$ cat src/rtl/fetch_queue_pkg.sv
// Fetch-queue local definitions.
//   fq_op_e          : per-cycle queue operation, encoded as {enqueue, dequeue}
//   FQ_DEFAULT_WIDTH : default instruction width
//   FQ_DEFAULT_CNT_W : default width of the full-cycle performance counter
package fetch_queue_pkg;

    localparam int FQ_DEFAULT_WIDTH = 16;
    localparam int FQ_DEFAULT_CNT_W = 16;

    typedef enum logic [1:0] {
        FQ_OP_NONE = 2'b00,
        FQ_OP_DEQ  = 2'b01,
        FQ_OP_ENQ  = 2'b10,
        FQ_OP_BOTH = 2'b11
    } fq_op_e;

endpackage : fetch_queue_pkg

$ cat src/rtl/lc3b_types.sv
// Shared LC-3b type definitions.
//   lc3b_word        : 16-bit machine word (PC values, instructions)
//   FQ_DEFAULT_DEPTH : default entry count of the fetch queue
package lc3b_types;

    typedef logic [15:0] lc3b_word;

    localparam int FQ_DEFAULT_DEPTH = 4;

endpackage : lc3b_types

$ cat src/rtl/fetch_queue_if.sv
// Fetch queue handshake bundle.
//   enq_* : fetch side pushes instruction + PC+2, queue answers enq_ready
//   deq_* : queue presents head entry, decode answers deq_ready
// Modports: master = fetch/decode environment, slave = the queue.
interface fetch_queue_if
    import lc3b_types::*;
#(
    parameter int WIDTH = 16
);
    logic             enq_valid;
    logic [WIDTH-1:0] enq_instr;
    lc3b_word         enq_pc_plus2;
    logic             enq_ready;
    logic             deq_valid;
    logic [WIDTH-1:0] deq_instr;
    lc3b_word         deq_pc_plus2;
    logic             deq_ready;

    modport master (
        output enq_valid, enq_instr, enq_pc_plus2, deq_ready,
        input  enq_ready, deq_valid, deq_instr, deq_pc_plus2
    );

    modport slave (
        input  enq_valid, enq_instr, enq_pc_plus2, deq_ready,
        output enq_ready, deq_valid, deq_instr, deq_pc_plus2
    );
endinterface : fetch_queue_if

$ cat src/rtl/sat_counter.sv
// Saturating up-counter for performance events.
//   clk       : clock
//   reset_sig : synchronous active-low reset (value -> 0)
//   inc       : count one event this cycle
//   clear     : synchronous clear, wins over inc
//   value     : current count, sticks at all-ones
module sat_counter #(
    parameter int W = 16
) (
    input  logic         clk,
    input  logic         reset_sig,
    input  logic         inc,
    input  logic         clear,
    output logic [W-1:0] value
);
    logic [W-1:0] value_r;

    // Counter register: reset, clear, saturating increment.
    always_ff @(posedge clk) begin
        if (!reset_sig) begin
            value_r <= {W{1'b0}};
        end else if (clear) begin
            value_r <= {W{1'b0}};
        end else if (inc && (value_r != {W{1'b1}})) begin
            value_r <= value_r + W'(1);
        end else begin
            value_r <= value_r;
        end
    end

    assign value = value_r;
endmodule : sat_counter

$ cat src/rtl/fetch_queue.sv
// Instruction fetch queue between IF and ID.
//   clk         : clock
//   reset_sig   : synchronous active-low reset, overrides everything
//   flush       : squash all queued entries (wins over enq/deq)
//   bus         : enq/deq handshake (fetch_queue_if.slave)
//   count       : current occupancy
//   full_cycles : saturating count of cycles spent full (survives flush)
// DEPTH must be a power of two >= 2 so the pointers wrap naturally.
module fetch_queue
    import lc3b_types::*;
    import fetch_queue_pkg::*;
#(
    parameter int DEPTH = FQ_DEFAULT_DEPTH,
    parameter int WIDTH = FQ_DEFAULT_WIDTH,
    parameter int CNT_W = FQ_DEFAULT_CNT_W
) (
    input  logic                     clk,
    input  logic                     reset_sig,
    input  logic                     flush,
    fetch_queue_if.slave             bus,
    output logic [$clog2(DEPTH):0]   count,
    output logic [CNT_W-1:0]         full_cycles
);
    localparam int                  PTR_W      = $clog2(DEPTH);
    localparam int                  CNT_BITS   = PTR_W + 1;
    localparam logic [CNT_BITS-1:0] FULL_COUNT = CNT_BITS'(DEPTH);

    logic [WIDTH-1:0]    instr_mem_r [DEPTH];
    lc3b_word            pc_mem_r    [DEPTH];

    logic [PTR_W-1:0]    wr_ptr_r;
    logic [PTR_W-1:0]    rd_ptr_r;
    logic [CNT_BITS-1:0] count_r;
    logic                enq_ready_r;
    logic                deq_valid_r;

    logic [PTR_W-1:0]    wr_ptr_next_s;
    logic [PTR_W-1:0]    rd_ptr_next_s;
    logic [CNT_BITS-1:0] count_next_s;
    logic                enq_fire_s;
    logic                deq_fire_s;
    logic                full_s;
    fq_op_e              op_s;

    // enq_ready is registered as (count != DEPTH), so a full queue never
    // accepts even when the head is being consumed in the same cycle.
    assign enq_fire_s = bus.enq_valid & enq_ready_r & ~flush;
    assign deq_fire_s = deq_valid_r & bus.deq_ready & ~flush;
    assign op_s       = fq_op_e'({enq_fire_s, deq_fire_s});
    assign full_s     = (count_r == FULL_COUNT);

    // Next pointer/occupancy; flush empties the queue and drops enq/deq.
    always_comb begin
        wr_ptr_next_s = wr_ptr_r;
        rd_ptr_next_s = rd_ptr_r;
        count_next_s  = count_r;
        if (flush) begin
            wr_ptr_next_s = {PTR_W{1'b0}};
            rd_ptr_next_s = {PTR_W{1'b0}};
            count_next_s  = {CNT_BITS{1'b0}};
        end else begin
            case (op_s)
                FQ_OP_ENQ: begin
                    wr_ptr_next_s = wr_ptr_r + PTR_W'(1);
                    count_next_s  = count_r + CNT_BITS'(1);
                end
                FQ_OP_DEQ: begin
                    rd_ptr_next_s = rd_ptr_r + PTR_W'(1);
                    count_next_s  = count_r - CNT_BITS'(1);
                end
                FQ_OP_BOTH: begin
                    wr_ptr_next_s = wr_ptr_r + PTR_W'(1);
                    rd_ptr_next_s = rd_ptr_r + PTR_W'(1);
                end
                FQ_OP_NONE: begin
                    count_next_s  = count_r;
                end
                default: begin
                    count_next_s  = count_r;
                end
            endcase
        end
    end

    // Control state; status flags are registered from the next occupancy.
    always_ff @(posedge clk) begin
        if (!reset_sig) begin
            wr_ptr_r    <= {PTR_W{1'b0}};
            rd_ptr_r    <= {PTR_W{1'b0}};
            count_r     <= {CNT_BITS{1'b0}};
            enq_ready_r <= 1'b1;
            deq_valid_r <= 1'b0;
        end else begin
            wr_ptr_r    <= wr_ptr_next_s;
            rd_ptr_r    <= rd_ptr_next_s;
            count_r     <= count_next_s;
            enq_ready_r <= (count_next_s != FULL_COUNT);
            deq_valid_r <= (count_next_s != {CNT_BITS{1'b0}});
        end
    end

    // Entry storage; contents are don't-care after reset, so no reset here.
    always_ff @(posedge clk) begin
        if (enq_fire_s) begin
            instr_mem_r[wr_ptr_r] <= bus.enq_instr;
            pc_mem_r[wr_ptr_r]    <= bus.enq_pc_plus2;
        end
    end

    sat_counter #(
        .W (CNT_W)
    ) u_full_cnt (
        .clk       (clk),
        .reset_sig (reset_sig),
        .inc       (full_s),
        .clear     (1'b0),
        .value     (full_cycles)
    );

    // Head comes straight from storage: no enq->deq bypass.
    assign bus.enq_ready    = enq_ready_r;
    assign bus.deq_valid    = deq_valid_r;
    assign bus.deq_instr    = instr_mem_r[rd_ptr_r];
    assign bus.deq_pc_plus2 = pc_mem_r[rd_ptr_r];
    assign count            = count_r;
endmodule : fetch_queue
$ cat src/flat_wrapper.sv
// flat-port wrapper written by rule: the top's interface ports become plain ports
module fetch_queue_flat import lc3b_types::*; import fetch_queue_pkg::*;
#(
    parameter int DEPTH = FQ_DEFAULT_DEPTH,
    parameter int WIDTH = FQ_DEFAULT_WIDTH,
    parameter int CNT_W = FQ_DEFAULT_CNT_W
)
  (clk, reset_sig, flush, count, full_cycles, bus_enq_valid, bus_enq_instr, bus_enq_pc_plus2, bus_deq_ready, bus_enq_ready, bus_deq_valid, bus_deq_instr, bus_deq_pc_plus2);
  fetch_queue_if #(.WIDTH(WIDTH)) bus_i ();
  input  logic clk;
  input  logic reset_sig;
  input  logic flush;
  output logic [$clog2(DEPTH):0] count;
  output logic [CNT_W-1:0] full_cycles;
  input wire logic [$bits(bus_i.enq_valid)-1:0] bus_enq_valid;
  input wire logic [$bits(bus_i.enq_instr)-1:0] bus_enq_instr;
  input wire logic [$bits(bus_i.enq_pc_plus2)-1:0] bus_enq_pc_plus2;
  input wire logic [$bits(bus_i.deq_ready)-1:0] bus_deq_ready;
  output wire logic [$bits(bus_i.enq_ready)-1:0] bus_enq_ready;
  output wire logic [$bits(bus_i.deq_valid)-1:0] bus_deq_valid;
  output wire logic [$bits(bus_i.deq_instr)-1:0] bus_deq_instr;
  output wire logic [$bits(bus_i.deq_pc_plus2)-1:0] bus_deq_pc_plus2;
  assign bus_i.enq_valid = bus_enq_valid;
  assign bus_i.enq_instr = bus_enq_instr;
  assign bus_i.enq_pc_plus2 = bus_enq_pc_plus2;
  assign bus_i.deq_ready = bus_deq_ready;
  assign bus_enq_ready = bus_i.enq_ready;
  assign bus_deq_valid = bus_i.deq_valid;
  assign bus_deq_instr = bus_i.deq_instr;
  assign bus_deq_pc_plus2 = bus_i.deq_pc_plus2;
  fetch_queue #(.DEPTH(DEPTH), .WIDTH(WIDTH), .CNT_W(CNT_W)) u_core (.clk(clk), .reset_sig(reset_sig), .flush(flush), .bus(bus_i), .count(count), .full_cycles(full_cycles));
endmodule
$ cat config.mk
export PLATFORM = sky130hd
export DESIGN_NAME = fetch_queue_flat
export DESIGN_NICKNAME = d
export VERILOG_FILES = /design/src/rtl/fetch_queue_pkg.sv /design/src/rtl/lc3b_types.sv /design/src/rtl/fetch_queue_if.sv /design/src/rtl/sat_counter.sv /design/src/rtl/fetch_queue.sv /design/src/flat_wrapper.sv
export SDC_FILE = /design/constraint.sdc
export NUM_CORES = 1
export LEC_CHECK = 0
export CAP_MARGIN = 20
export CORE_MARGIN = 10
export CORE_UTILIZATION = 58
export CTS_BUF_LIST = sky130_fd_sc_hd__clkbuf_16
export CTS_CLUSTER_DIAMETER = 50
export CTS_CLUSTER_SIZE = 16
export DETAILED_ROUTE_END_ITERATION = 7
export GPL_TIMING_DRIVEN = 0
export PLACE_DENSITY = 0.9
export SLEW_MARGIN = 30
export SYNTH_ARGS = -nofsm -noshare
export SYNTH_HDL_FRONTEND = slang
export SYNTH_SLANG_ARGS = --single-unit
$ cat constraint.sdc
create_clock -name clk -period 4 [get_ports clk]
set_input_delay 0.8 -clock clk [delete_from_list [all_inputs] [get_ports clk]]
set_output_delay 0.8 -clock clk [all_outputs]
set_load 0.05 [all_outputs]
After elaboration in Yosys (flattened, before gate mapping)
Memory sizes are Yosys's and may differ from the RTL's. A register that Yosys moved wholly into a read port is not among the register bits.
Index checks and enable logic that the tools add are counted.
- register bits after elaboration: 25
- RAM bits: 128
- logic and storage cells: 38
- memories kept: 2
- add/subtract/negate cells: 5
- equal/unequal tests: 6
- mux-type cells: 8
- bitwise logic cells: 6
- reduce and logical (&&, ||, !) cells: 5
- memories (name ; words ; bits a word ; rd ports ; clocked after Yosys merged registers in ; write ports ; RTL line ; RTL):
    u_core.instr_mem_r ; 4 ; 16 ; 1 ; 1 ; 1 ; fetch_queue.sv:28 ; logic [WIDTH-1:0] instr_mem_r [DEPTH];
    u_core.pc_mem_r ; 4 ; 16 ; 1 ; 1 ; 1 ; fetch_queue.sv:29 ; lc3b_word pc_mem_r [DEPTH];
- operators by type and width (cell ; count):
    16-bit by 1-bit adder with 16-bit output (second input constant) ; 1
    16-bit != test (second input constant) ; 1
    2-bit two-way mux ; 4
    3-bit one-hot mux with 2 select lines ; 1
    2-bit OR reduction ; 3
    2-bit by 1-bit adder with 2-bit output (second input constant) ; 2
    1-bit bitwise AND ; 4
    2-bit == test (second input constant) ; 2
    3-bit by 1-bit adder with 3-bit output (second input constant) ; 1
    3-bit == test (second input constant) ; 1
    3-bit two-way mux ; 1
    3-bit != test (second input constant) ; 1
    3-bit nonzero test ; 1
    3-bit by 1-bit subtractor with 3-bit output (second input constant) ; 1
    2-bit by 1-bit == test with 1-bit output (second input constant) ; 1
    1-bit two-way mux ; 2
    1-bit NOT ; 2
    1-bit logical AND ; 1

Longest topological paths before layout
- depth in word-level cells: 6
- depth in mapped cells: 10

Hierarchy
A second synthesis with hierarchy kept.
- cell total of the unflattened synthesis: 323
- area total of the unflattened synthesis: 6067.1 µm²
- modules (own cells, without submodules) (module ; times used ; cells an instance ; area each (µm²)):
    fetch_queue ; 1 ; 232 ; 5202.5
    sat_counter ; 1 ; 91 ; 864.6

Least setup slack after synthesis
OpenSTA, ideal clock, no wires.
- path kind: in2reg
- start point: in bus_enq_valid
- end point: reg u_core.deq_valid_r (netlist: u_core.bus.deq_valid)
- setup time: 127 ps
- arrival: 2703 ps
- required time: 3873 ps
- path slack: 1170 ps
- stages on the path: 10
- path through: nand2_1 > nor2_1 > inv_1 > ha_1 > xor2_1 > ha_1 > a21oi_1 > mux2i_1 > mux2_2 > or3_1
- word-level cells in the longest chain between the ends: 6
- elaborated cells between the ends (all ways): 7
- classes of those cells: 2 x eq/ne; 2 x mux; 2 x bitwise; 1 x reduce/logical
- RTL lines (what ; RTL line ; RTL):
    start: declaration ; flat_wrapper.sv:15 ; input wire logic [$bits(bus_i.enq_valid)-1:0] bus_enq_valid;
    1-bit bitwise AND (*) (2 in series) ; fetch_queue.sv:47 ; assign enq_fire_s = bus.enq_valid & enq_ready_r & ~flush;
    2-bit by 1-bit == test with 1-bit output / 2-bit == test (equally long branches) ; fetch_queue.sv:62 ; case (op_s)
    3-bit one-hot mux with 2 select lines (*) ; fetch_queue.sv:62 ;
    3-bit two-way mux (*) ; fetch_queue.sv:57 ; if (flush) begin
    3-bit nonzero test (*) ; fetch_queue.sv:98 ; deq_valid_r <= (count_next_s != {CNT_BITS{1'b0}});
    end signal: assignment ; fetch_queue.sv:98 ;
    end: declaration ; fetch_queue.sv:35 ; logic deq_valid_r;
Mark *: on every way between the ends. The rest lies on a longest branch, timed or not.
A chain may end at the register's enable or synchronous reset.

==> reports/qor.yml <==
clocking:
  cts-root-buf: "clkbuf_16"
  cts-hold-fix-buffers: 0
  postCtsSetupBuffers: 0
  clk_path_buf_depth: 2
  clk_latency_ps: 410
  cts_tree: "built"
  cts_sinks: 155
  clk_pin_slew_ps: 60
  htree_levels: 4
  cts_buffers: 17
min_path:
  hold_path_class: "flip-flop to flip-flop"
place:
  placement.cell_area_sq_um: 7180
  place_inst: 560
  gp_congestion: 0.927
  dpl.hpwl_microns: 8380
  port_buffers: 88
timing:
  worst_hold_slack_ps: 500
  final_hold_viol_count: 0
  max_slew_margin_pct: 57.2
  tns_ps: 0
  period_minus_slack_ps: 3710
  clock_skew_ps: 6.39
  finalSetupViolations: 0
  slew_viol_final: 0
  fmax_ghz: 0.269
  min_period_over_period_pct: 92.8
  rsz0062_at_grt: "no"
  worst_pin_slew_ps: 642
setup_path:
  critPathMaxStageDelay_ps: 750
  cp_data_arrival_time_ps: 2910
  path_cells: "clkbuf_1, clkdlybuf4s15_2, mux4_2, clkdlybuf4s50_1"
  critical_path_class: "flip-flop to output port"
  worst_setup_path_start_kind: "flip-flop"
  path_delay_family: "buffers and inverters"
  critPathCaptureType: "output port"
  critPathMaxFanout: 10
  cp_slowest_cell: "clkdlybuf4s50_1"
  required_ps: 3200
  cp_num_buf_inv: 3
logic_synthesis:
  synth_area_leaders: "edfxtp_1 64%, mux4_2 12%, dfxtp_1 9.0%"
  synth.cell_area_sq_um: 6020
  synth_cell_type_count: 43
  synth_top_area_share_pct: 63.8
  ys.flop_type: "edfxtp_1"
  syn_area_per_cell_sq_um: 18.1
  synth_enable_flop_cells: 128
  ys_seq_area_share_pct: 72.8
  synth-seq-cells: 155
  syn_nets: 379
  synth_top_cell_by_area: "edfxtp_1"
  synth_most_common_cell: "edfxtp_1"
  synthCells: 332
  yosysWarnings: 0
  synthArstFlopShare_pct: 0
  yosys-top-cells-count: "128 x edfxtp_1, 32 x mux4_2, 27 x dfxtp_1"
layout:
  fin_area_sq_um: 7750
  fin_cells: 591
  final_net_count: 490
  drive_gt1_share_pct: 16.9
  area_growth_pct: 28.7
  fill_cells: 572
  n_antenna_cell: 0
floorplan:
  boundaryPins: 90
  die_h_microns: 122
  rows: 37
  die_area_sq_um: 14900
  core-area_sq_um: 10200
  die_w_microns: 122
  initial_utilization_pct: 58.9
pwr:
  p_sw_w: 0.000735
  p_comb_share_pct: 5.8
  p_int_w: 0.00276
  power_density_nw_per_um2: 451
  p_leak_nw: 2.54
  p_clk_share_pct: 43.3
  swShare_pct: 21.0
  peakVddDrop_mv: 0.276
  power_frac_seq_pct: 50.9
detailed_routing:
  wl_microns: 13800
  drc: 0
  wl_per_cell_microns: 23.3
  first_pass_iters: 5
  num_vias: 3530
  drtIter0Drc: 255
  ant_nets: 0
  vias_per_cell: 5.97
global_route:
  grt_pass1_vias: 3751
  track_usage_pct: 19.4
  grt_max_degree: 23
  overflow: 0
  antenna_found_initial: 0
  grt_pass1_wl_microns: 21500
run_status:
  outcome: "finished, final reports clean"
run:
  drv_cap: 0
## registers in the layout (all words and copies together), names as in the netlist, named ones only
register / cells
u_core.instr_mem_r: 64
u_core.pc_mem_r: 64
u_core.u_full_cnt.value: 16
u_core.count: 3
u_core.rd_ptr_r: 2
u_core.wr_ptr_r: 2
u_core.bus.deq_valid: 1
u_core.bus.enq_ready: 1
## cell type report
class	count	area (sq um)	area share [%]
multi-input combinational	153	1540	19.9
buffer	16	78.8	1.02
inverter	8	30.0	0.388
clock buffer	17	425	5.49
timing repair buffer	92	983	12.7
clock inverter	14	131	1.70
sequential	155	4380	56.6
tap	136	170	2.20
## layer usage
layer / share of wire, % / vias to the layer above / global-route usage [%]
li1: - / 1564 / -
met2: 52 / 171 / 32.0
met5: 0 / - / 0
met3: 7.9 / 33 / 5.92
met1: 36 / 1762 / 22.2
met4: 3.7 / 0 / 10.4
## power by group through the flow
stage | Sequential, W | Clock [W] | Combinational [W]
2_1_floorplan | 0.00181 | 0 | 0.0000982
3_3_place_gp | 0.00181 | 0 | 0.000189
3_5_place_dp | 0.00181 | 0 | 0.000201
4_1_cts | 0.00178 | 0.00153 | 0.000205
5_1_grt | 0.00178 | 0.00158 | 0.000214
6_report | 0.00178 | 0.00151 | 0.000203
## final timing paths
path,start,endpoint,slack (ps),cells past startpoint
setup / recovery,flip-flop,bus_deq_pc_plus2[2],290,4
hold / removal,u_core.wr_ptr_r[1],u_core.wr_ptr_r[1],500,2
setup reg to reg,u_core.bus.enq_ready,u_core.bus.deq_valid,1420,10
hold reg to reg,u_core.wr_ptr_r[1],u_core.wr_ptr_r[1],500,2
## kinds of logic (layout without fill, tap and decap cells)
logic type               Yosys count  in the layout  share of synthesized area (%)
XOR/XNOR                           5              5                          0.727
multiplexers                      37             37                           12.8
AO/OA/AOI/OAI                     32             32                           3.55
AND/OR/NAND/NOR                   69             69                           6.38
flip-flops                       155            155                           72.8
adder cells (fa/ha/maj)           10             10                           2.08
buffers and inverters             24            147                           1.64
## tightest hold or removal path, cell delays in order (launching register included)
cell and delay (ps):
dfxtp_1 340, nand2_1 70, a21oi_1 50
## cell usage in the layout (no fill, tap or decap), types with 2 or more instances in the layout
cell | netlist | final
and3_1 | 3 | 3
buf_16 | 0 | 3
xnor2_1 | 2 | 2
a31oi_1 | 4 | 4
xor2_1 | 3 | 3
and4_1 | 6 | 6
clkbuf_2 | 0 | 2
nand3_1 | 9 | 9
mux4_2 | 32 | 32
nand2_1 | 11 | 11
mux2i_1 | 4 | 4
a21oi_1 | 9 | 9
a211oi_1 | 3 | 3
nor3_1 | 4 | 4
clkinvlp_4 | 0 | 3
and2_2 | 0 | 4
bufinv_16 | 0 | 2
inv_1 | 8 | 10
edfxtp_1 | 128 | 128
nand2b_1 | 4 | 4
ha_1 | 10 | 10
or4_1 | 2 | 2
o31ai_1 | 3 | 3
o21ai_0 | 4 | 4
dfxtp_1 | 27 | 27
clkbuf_1 | 10 | 10
clkinv_2 | 0 | 4
nor2_1 | 15 | 15
clkdlybuf4s50_1 | 0 | 88
nand4_1 | 4 | 4
clkbuf_16 | 0 | 17
inv_6 | 0 | 2
a311oi_1 | 2 | 2
## through the flow
step | utilization [%] | worst slack (ps) | total power, W
3_3_place_gp | 69.1 | 554 | 0.00200
5_1_grt | 75.7 | 169 | 0.00358
4_1_cts | 75.7 | 73.7 | 0.00351
2_1_floorplan | - | 1170 | 0.00191
3_5_place_dp | 70.2 | 512 | 0.00201
6_report | 75.7 | 286 | 0.00349
## timing repair
| action | CTS | global route |
|---|---|---|
| pin swaps | 0 | 0 |
| endpoints found under the hold margin | 0 | 0 |
| setup endpoints to repair | 3 | 15 |
| gates resized for setup | 2 | 4 |
Power figures use the tool's default switching activity.
